--- src/rtl/div_gen.sv ---
// -----------------------------------------------------------------------------
// div_gen -- iterative radix-2 restoring divider, signed or unsigned.
//
// A start request on en (accepted in IDLE or DONE) latches the operands and
// mode, then the divider spends WIDTH cycles in CALC producing one quotient
// bit per cycle, and one cycle in FIX applying signs and publishing the
// result. A zero divisor skips CALC and reports dbz.
//
// Ports
//   clk   in   rising-edge clock
//   rst   in   synchronous, active-high reset
//   en    in   start request
//   sgn   in   0 = unsigned, 1 = two's-complement signed (sampled with en)
//   y     in   dividend (sampled with en)
//   x     in   divisor  (sampled with en)
//   q     out  quotient, registered, held until the next result
//   r     out  remainder, registered, held until the next result
//   done  out  result valid (level), held in DONE
//   busy  out  division in progress (CALC or FIX)
//   dbz   out  divide-by-zero flag for the current result
// -----------------------------------------------------------------------------
module div_gen #(
  parameter int WIDTH = 32
) (
  input  logic             clk,
  input  logic             rst,
  input  logic             en,
  input  logic             sgn,
  input  logic [WIDTH-1:0] y,
  input  logic [WIDTH-1:0] x,
  output logic [WIDTH-1:0] q,
  output logic [WIDTH-1:0] r,
  output logic             done,
  output logic             busy,
  output logic             dbz
);

  localparam int CW = $clog2(WIDTH);

  typedef enum logic [1:0] {
    IDLE,
    CALC,
    FIX,
    DONE
  } state_e;

  state_e           state_q;
  logic [WIDTH-1:0] y_q;      // dividend as latched, returned as r on divide-by-zero
  logic [WIDTH-1:0] dvd_q;    // dividend magnitude shifting out, quotient shifting in
  logic [WIDTH-1:0] dvs_q;    // divisor magnitude
  logic [WIDTH:0]   rem_q;    // partial remainder
  logic [CW-1:0]    cnt_q;    // quotient bits still to produce, minus one
  logic             neg_quo_q;
  logic             neg_rem_q;
  logic             zero_q;
  logic [WIDTH-1:0] q_q;
  logic [WIDTH-1:0] r_q;
  logic             done_q;
  logic             busy_q;
  logic             dbz_q;

  // Operand magnitudes for the accept edge.
  logic             y_neg;
  logic             x_neg;
  logic [WIDTH-1:0] y_mag;
  logic [WIDTH-1:0] x_mag;

  // One restoring-division step.
  logic [WIDTH:0]   rem_sh;
  logic [WIDTH+1:0] diff;
  logic             fits;
  logic [WIDTH:0]   rem_d;
  logic [WIDTH-1:0] dvd_d;

  // NOTE: every signal written in always_comb gets a default first so no
  // path leaves it unassigned and no latch is inferred.
  always_comb begin
    y_neg = sgn & y[WIDTH-1];
    x_neg = sgn & x[WIDTH-1];
    // The most-negative value maps to 2**(WIDTH-1), which still fits unsigned.
    y_mag = y_neg ? ('0 - y) : y;
    x_mag = x_neg ? ('0 - x) : x;

    rem_sh = (rem_q << 1) | {{WIDTH{1'b0}}, dvd_q[WIDTH-1]};
    // Extra top bit acts as the borrow: set means the divisor does not fit.
    diff   = {1'b0, rem_sh} - {2'b00, dvs_q};
    fits   = ~diff[WIDTH+1];
    rem_d  = fits ? diff[WIDTH:0] : rem_sh;
    dvd_d  = {dvd_q[WIDTH-2:0], fits};
  end

  // NOTE: sequential state uses non-blocking assignments only, so every
  // register samples the pre-edge values regardless of statement order.
  always_ff @(posedge clk) begin
    if (rst) begin
      // NOTE: reset is synchronous; it wins over en and aborts any operation
      // without touching the datapath registers' meaning (they are reloaded
      // on the next accept anyway).
      state_q   <= IDLE;
      y_q       <= '0;
      dvd_q     <= '0;
      dvs_q     <= '0;
      rem_q     <= '0;
      cnt_q     <= '0;
      neg_quo_q <= 1'b0;
      neg_rem_q <= 1'b0;
      zero_q    <= 1'b0;
      q_q       <= '0;
      r_q       <= '0;
      done_q    <= 1'b0;
      busy_q    <= 1'b0;
      dbz_q     <= 1'b0;
    end else begin
      case (state_q)
        IDLE, DONE: begin
          if (en) begin
            y_q       <= y;
            dvd_q     <= y_mag;
            dvs_q     <= x_mag;
            rem_q     <= '0;
            cnt_q     <= CW'(WIDTH - 1);
            neg_quo_q <= y_neg ^ x_neg;
            neg_rem_q <= y_neg;
            zero_q    <= (x == '0);
            done_q    <= 1'b0;
            dbz_q     <= 1'b0;
            busy_q    <= 1'b1;
            state_q   <= (x == '0) ? FIX : CALC;
          end
        end

        CALC: begin
          rem_q <= rem_d;
          dvd_q <= dvd_d;
          if (cnt_q == '0) begin
            state_q <= FIX;
          end else begin
            cnt_q <= cnt_q - CW'(1);
          end
        end

        FIX: begin
          if (zero_q) begin
            q_q <= '1;
            r_q <= y_q;
          end else begin
            q_q <= neg_quo_q ? ('0 - dvd_q) : dvd_q;
            r_q <= neg_rem_q ? ('0 - rem_q[WIDTH-1:0]) : rem_q[WIDTH-1:0];
          end
          dbz_q   <= zero_q;
          done_q  <= 1'b1;
          busy_q  <= 1'b0;
          state_q <= DONE;
        end

        default: state_q <= IDLE;
      endcase
    end
  end

  assign q    = q_q;
  assign r    = r_q;
  assign done = done_q;
  assign busy = busy_q;
  assign dbz  = dbz_q;

endmodule

--- config.mk ---
export PLATFORM = sky130hd
export DESIGN_NAME = div_gen
export DESIGN_NICKNAME = d
export VERILOG_FILES = /design/src/rtl/div_gen.sv
export SDC_FILE = /design/constraint.sdc
export NUM_CORES = 1
export LEC_CHECK = 0
export BUFFER_PORTS_ARGS = -buffer_cell sky130_fd_sc_hd__buf_2
export CAP_MARGIN = 15
export CORE_MARGIN = 2
export CORE_UTILIZATION = 40
export CTS_CLUSTER_SIZE = 12
export DETAILED_ROUTE_END_ITERATION = 8
export GPL_TIMING_DRIVEN = 0
export PLACE_DENSITY = 0.56
export SYNTH_ARGS = -nofsm -noshare
export SYNTH_HDL_FRONTEND = slang
export SYNTH_SLANG_ARGS = --single-unit
--- constraint.sdc ---
create_clock -name clk -period 7.59 [get_ports clk]
set_input_delay 0.759 -clock clk [delete_from_list [all_inputs] [get_ports clk]]
set_output_delay 0.759 -clock clk [all_outputs]
set_load 0.01 [all_outputs]
# [Word-level counts from Yosys, hierarchy flattened]
# Cells that the tools add are included.
[op_classes] addsub=6 mul=0 div=0 magnitude_cmp=0 n_eq_ne=6 shifts=0 muxes=23 bitwise_logic=5 n_reduce_logical=11
[op_table] cell="$mux 32" count=9
[op_table] cell="$pmux 32 s2" count=2
[op_table] cell="$sub 1x32->32 const A" count=4
[op_table] cell="$sub 33x32->34" count=1
[op_table] cell="$or 33x1->33" count=1
[op_table] cell="$logic_not 32->1" count=1
[op_table] cell="$mux 5" count=2
[op_table] cell="$pmux 5 s2" count=1
[op_table] cell="$reduce_and 2->1" count=4
[op_table] cell="$mux 2" count=3
[op_table] cell="$ne 2x2->1 const B" count=3
[op_table] cell="$pmux 1 s2" count=3
[op_table] cell="$pmux 2 s3" count=1
[op_table] cell="$logic_not 5->1" count=1
[op_table] cell="$sub 5x1->5 const B" count=1
[op_table] cell="$eq 2x2->1 const B" count=2
[op_table] cell="$reduce_bool 2->1" count=2
[op_table] cell="$reduce_and 3->1" count=1
[op_table] cell="$and 1x1->1" count=2
[op_table] cell="$eq 2x1->1 const B" count=1
[op_table] cell="$logic_not 2->1" count=1
[op_table] cell="$mux 1" count=2
[op_table] cell="$reduce_or 2->1" count=1
[op_table] cell="$not 1->1" count=1
[op_table] cell="$xor 1x1->1" count=1
[word_totals] ff_bits=205 latchBits=0 ramBits=0 rom_bits=0 input_bits=68 output_inout_bits=67 wordCells=65 memories=0

# [Logic depth before layout (Yosys ltp)]
[logic_depth] depth_word=4 mapped_depth=12 mapped_depth_nobuf=11

# [Worst setup path before layout]
# OpenSTA, ideal clock, no wires.
[synth_path] kind="reg2reg" startpoint="register rem_q[25]" endpoint="register rem_q[3]" setup_time_ns=0.128 arrival_time_ns=2.769 required_time_ns=7.462 slack_ns=4.693 path_stages_with_launch=12 synth_period_minus_slack_ns=2.897 cell_sequence="dfxtp_1 ha_1 buf_2 a21o_1 nand3_1 nor2b_1 o21ai_0 or4_4 a311oi_4 buf_6 mux2i_1 o21ai_1"
[synth_via] elab_chain_len=4
[synth_lines] element="from (decl)" line_no="51" source="logic [WIDTH:0] rem_q;"
[synth_lines] element="from (signal assigned)" line_no="133" source="rem_q <= rem_d;"
[synth_lines] element="$or 33x1->33" line_no="84" source="rem_sh = (rem_q << 1) | {{WIDTH{1'b0}}, dvd_q[WIDTH-1]};"
[synth_lines] element="$sub 33x32->34" line_no="86" source="diff = {1'b0, rem_sh} - {2'b00, dvs_q};"
[synth_lines] element="$mux 32" line_no="88" source="rem_d = fits ? diff[WIDTH:0] : rem_sh;"
[synth_lines] element="$pmux 32 s2" line_no="114" source="case (state_q)"
# No other way between the ends.
# A chain may end at the register's enable or synchronous reset.

# [Final worst setup path]
[layout_path] startpoint="register dvs_q[4]" endpoint="register rem_q[10]"
[layout_via] elab_chain_len=3
[layout_lines] element="from (decl)" line_no="50" source="logic [WIDTH-1:0] dvs_q;"
[layout_lines] element="from (signal assigned)" line_no="119" source="dvs_q <= x_mag;"
[layout_lines] element="$sub 33x32->34" line_no="86"
[layout_lines] element="$mux 32" line_no="88"
[layout_lines] element="$pmux 32 s2" line_no="114"
# No other way between the ends.

==> impl_metrics.py <==
metrics = {
    "status": {
        "outcome": "finished, final reports clean",
    },
    "timing": {
        "finalWorstSetupSlack_ns": 3.88,
        "maxSlewHeadroom_pct": 21.2,
        "setup_viol": 0,
        "tightest_slew_ns": 1.18,
        "clock.fmax_mhz": 270,
        "drv_slew": 0,
        "finalHoldViolCount": 0,
        "fin_crit_ns": 3.71,
        "finClkSkew_ns": 0.0174,
        "rsz0062_at_grt": "no",
        "fin_worst_hold_slack_ns": 0.451,
        "setup_tns_ns": 0,
        "period_share_pct": 48.9,
    },
    "worst_setup_path": {
        "crit_family": "compound AO/OA/AOI/OAI gates",
        "worst-path-buf-inv": 2,
        "reg2reg_slack_ns": 3.88,
        "slowest_delay_ns": 0.62,
        "setup.worst_path.end": "rem_q[10]",
        "r2r_end": "rem_q[10]",
        "worstSetupStartpoint": "dvs_q[4]",
        "critPathRequiredTime_ns": 7.98,
        "r2r_cells": 11,
        "start_kind": "register",
        "crit_chain": "inv_1, ha_1, a21oi_1, o22ai_1, a21oi_1, a211oi_1, or4_4, a311oi_4, buf_6, mux2i_1, o21ai_1",
        "reg2reg_from": "dvs_q[4]",
        "cpMostUsedCell": "a21oi_1",
        "slowest_stage": "a311oi_4",
        "cp_max_fo": 10,
        "path_depth": 11,
        "worstSetupPathType": "register to register",
        "cp-end-kind": "register",
        "cp.arrival_ns": 4.10,
    },
    "synth": {
        "synth_area_um2": 12300,
        "synth_ff_type": "dfxtp_1",
        "synth_fp_nets": 1718,
        "synth_warnings": 0,
        "synth_edf_count": 0,
        "async_reset_ff_share_pct": 0,
        "synth_cell_types": 61,
        "avgSynthCellArea_um2": 7.66,
        "ys_seq_area_share_pct": 33.3,
        "syn_inst": 1609,
        "synth_seq_cells": 205,
    },
    "power": {
        "power.leakage_uw": 0.00572,
        "ir_drop_mv": 0.165,
        "p_per_area_nw_per_um2": 335,
        "sw_frac_of_total_pct": 42.0,
        "p_int_uw": 2770,
        "power.switching_uw": 2000,
        "p_clk_share_pct": 24.1,
        "combPwrFrac_pct": 43.5,
        "pwr-share-seq_pct": 32.4,
    },
    "drt": {
        "routed_wl_um": 41200,
        "drt_iter0_markers": 682,
        "wl_per_cell_um": 18.9,
        "first_pass_iters": 5,
        "vias": 12100,
        "drc_errors": 0,
        "route.antenna.remaining_nets": 0,
        "routed_via_density": 5.56,
    },
    "cts": {
        "clk_latency_ns": 0.54,
        "root_buffer": "clkbuf_16",
        "ctsHoldBuffers": 0,
        "cts_resized": 0,
        "post_cts.repair.setup_buffers": 0,
        "numCtsBuffers": 25,
        "clock_path_buffers": 3,
        "cts_sinks": 205,
        "path_clk_slew_ns": 0.06,
        "htreeDepth": 1,
        "cts_tree": "yes",
    },
    "place": {
        "placedCellCount": 2137,
        "dp_slack_ns": 3.96,
        "gp_congestion": 0.930,
        "port_buffers": 132,
        "dpl.hpwl_um": 32300,
    },
    "cells_and_area": {
        "nets": 1877,
        "drive_gt1_share_pct": 10.3,
        "num_antenna_cells": 0,
        "mostFrequentLayoutCell": "nand2_1",
        "syn2layout_area_growth_pct": 15.7,
        "finalNonFillerCells": 2180,
        "seqCellArea_um2": 4100,
        "n_fill_cell": 3144,
        "multi_input_area_um2": 7620,
        "postLayoutCoreUtil_pct": 46.9,
        "final_cell_mix": "nand2_1 (256), dfxtp_1 (205), nor2_1 (152)",
    },
    "grt": {
        "grt_usage_pct": 24.6,
        "grt_pass1_wl_um": 64100,
        "antenna_found_initial": 0,
        "grt_max_degree": 13,
        "grt_pass1_vias": 11600,
        "grt_remaining_overflow": 0,
    },
    "floorplan": {
        "die_w_um": 180,
        "initial_utilization_pct": 40.5,
        "dieArea_um2": 32200,
        "ioPinCount": 135,
        "chipHeight_um": 180,
        "fp.coreArea_um2": 30400,
        "fp-row-count": 64,
    },
    "flow_run": {
        "cap_violations": 0,
    },
    "min_path": {
        "min_path_type": "register to register",
    },
}
## layout make-up
cell class / count / area share, %
multi-input cells: 1249 / 53.4
flip-flops and latches: 205 / 28.8
inverters: 53 / 1.40
plain buffers: 102 / 2.83
well taps: 396 / 3.48
repair buffers: 132 / 4.63
clock inverters: 7 / 0.474
clock buffers: 36 / 4.96
## layer usage
metal	vias up	track usage, %	routed length (µm)
met2	331	41.9	19200
met4	0	7.41	1230
met1	5705	32.3	18800
met3	70	3.38	1950
met5	-	0	0
li1	6020	-	-
## cell families (layout without fill, tap and decap cells)
| family | after synthesis | count (layout) | share of synthesized area (%) |
|---|---|---|---|
| muxes | 47 | 47 | 3.82 |
| buffers and inverters | 155 | 330 | 4.89 |
| and+or+nand+nor | 557 | 557 | 20.1 |
| AOI/OAI and AO/OA | 461 | 461 | 23.5 |
| xor gates and xnor gates | 143 | 143 | 10.2 |
| DFF | 205 | 205 | 33.3 |
| adders and majority gates | 41 | 41 | 4.22 |
## per-stage QoR
step | power, µW | cell area, µm²
6_report | 4770 | 14300
5_1_grt | 5100 | 14300
4_1_cts | 4790 | 14300
3_5_place_dp | 3630 | 13500
3_3_place_gp | 3610 | 13500
2_1_floorplan | 2990 | 12300
## worst min path at each step
stage	slack, ns	start	cells past startpoint	endpoint
floorplan	0.43	y_q[29]	2	y_q[29]
global placement	0.44	dvs_q[19]	2	dvs_q[19]
detailed placement	0.45	dvs_q[30]	2	dvs_q[30]
CTS	0.45	dvs_q[30]	2	dvs_q[30]
global route	0.47	dvs_q[18]	2	dvs_q[18]
finish	0.45	dvs_q[30]	2	dvs_q[30]
## synth_stat cells, types with 29 or more instances
library cell | n | share of area [%]
dfxtp_1 | 205 | 33
clkbuf_1 | 85 | 2.6
a211oi_1 | 38 | 2.3
nand2_1 | 256 | 7.8
xnor2_1 | 71 | 5.0
mux2i_1 | 47 | 3.8
a21oi_1 | 125 | 5.1
ha_1 | 40 | 4.1
xor2_1 | 72 | 5.1
o22ai_1 | 29 | 1.5
inv_1 | 52 | 1.6
o31ai_1 | 36 | 2.2
nor2_1 | 152 | 4.6
o21ai_0 | 105 | 4.3
## sequential cells by signal, indices dropped and copies added, names as in the netlist
register	cells
dvd_q	32
dvs_q	32
q	32
r	32
rem_q	32
y_q	32
cnt_q	5
state_q	2
busy	1
dbz	1
done	1
neg_quo_q	1
neg_rem_q	1
zero_q	1
## tightest hold or removal path, cell delays in order (launching register included)
cell and delay [ns]:
dfxtp_1 0.31, nand2_1 0.05, a21oi_1 0.05
## power by group through the flow
| stage | clock [µW] | sequential (µW) | combinational [µW] |
|---|---|---|---|
| 6_report | 1150 | 1550 | 2080 |
| 5_1_grt | 1220 | 1580 | 2300 |
| 4_1_cts | 1170 | 1540 | 2070 |
| 3_5_place_dp | 0 | 1570 | 2060 |
| 3_3_place_gp | 0 | 1560 | 2050 |
| 2_1_floorplan | 0 | 1530 | 1460 |
Note: power is estimated with default switching activity, not from simulation.
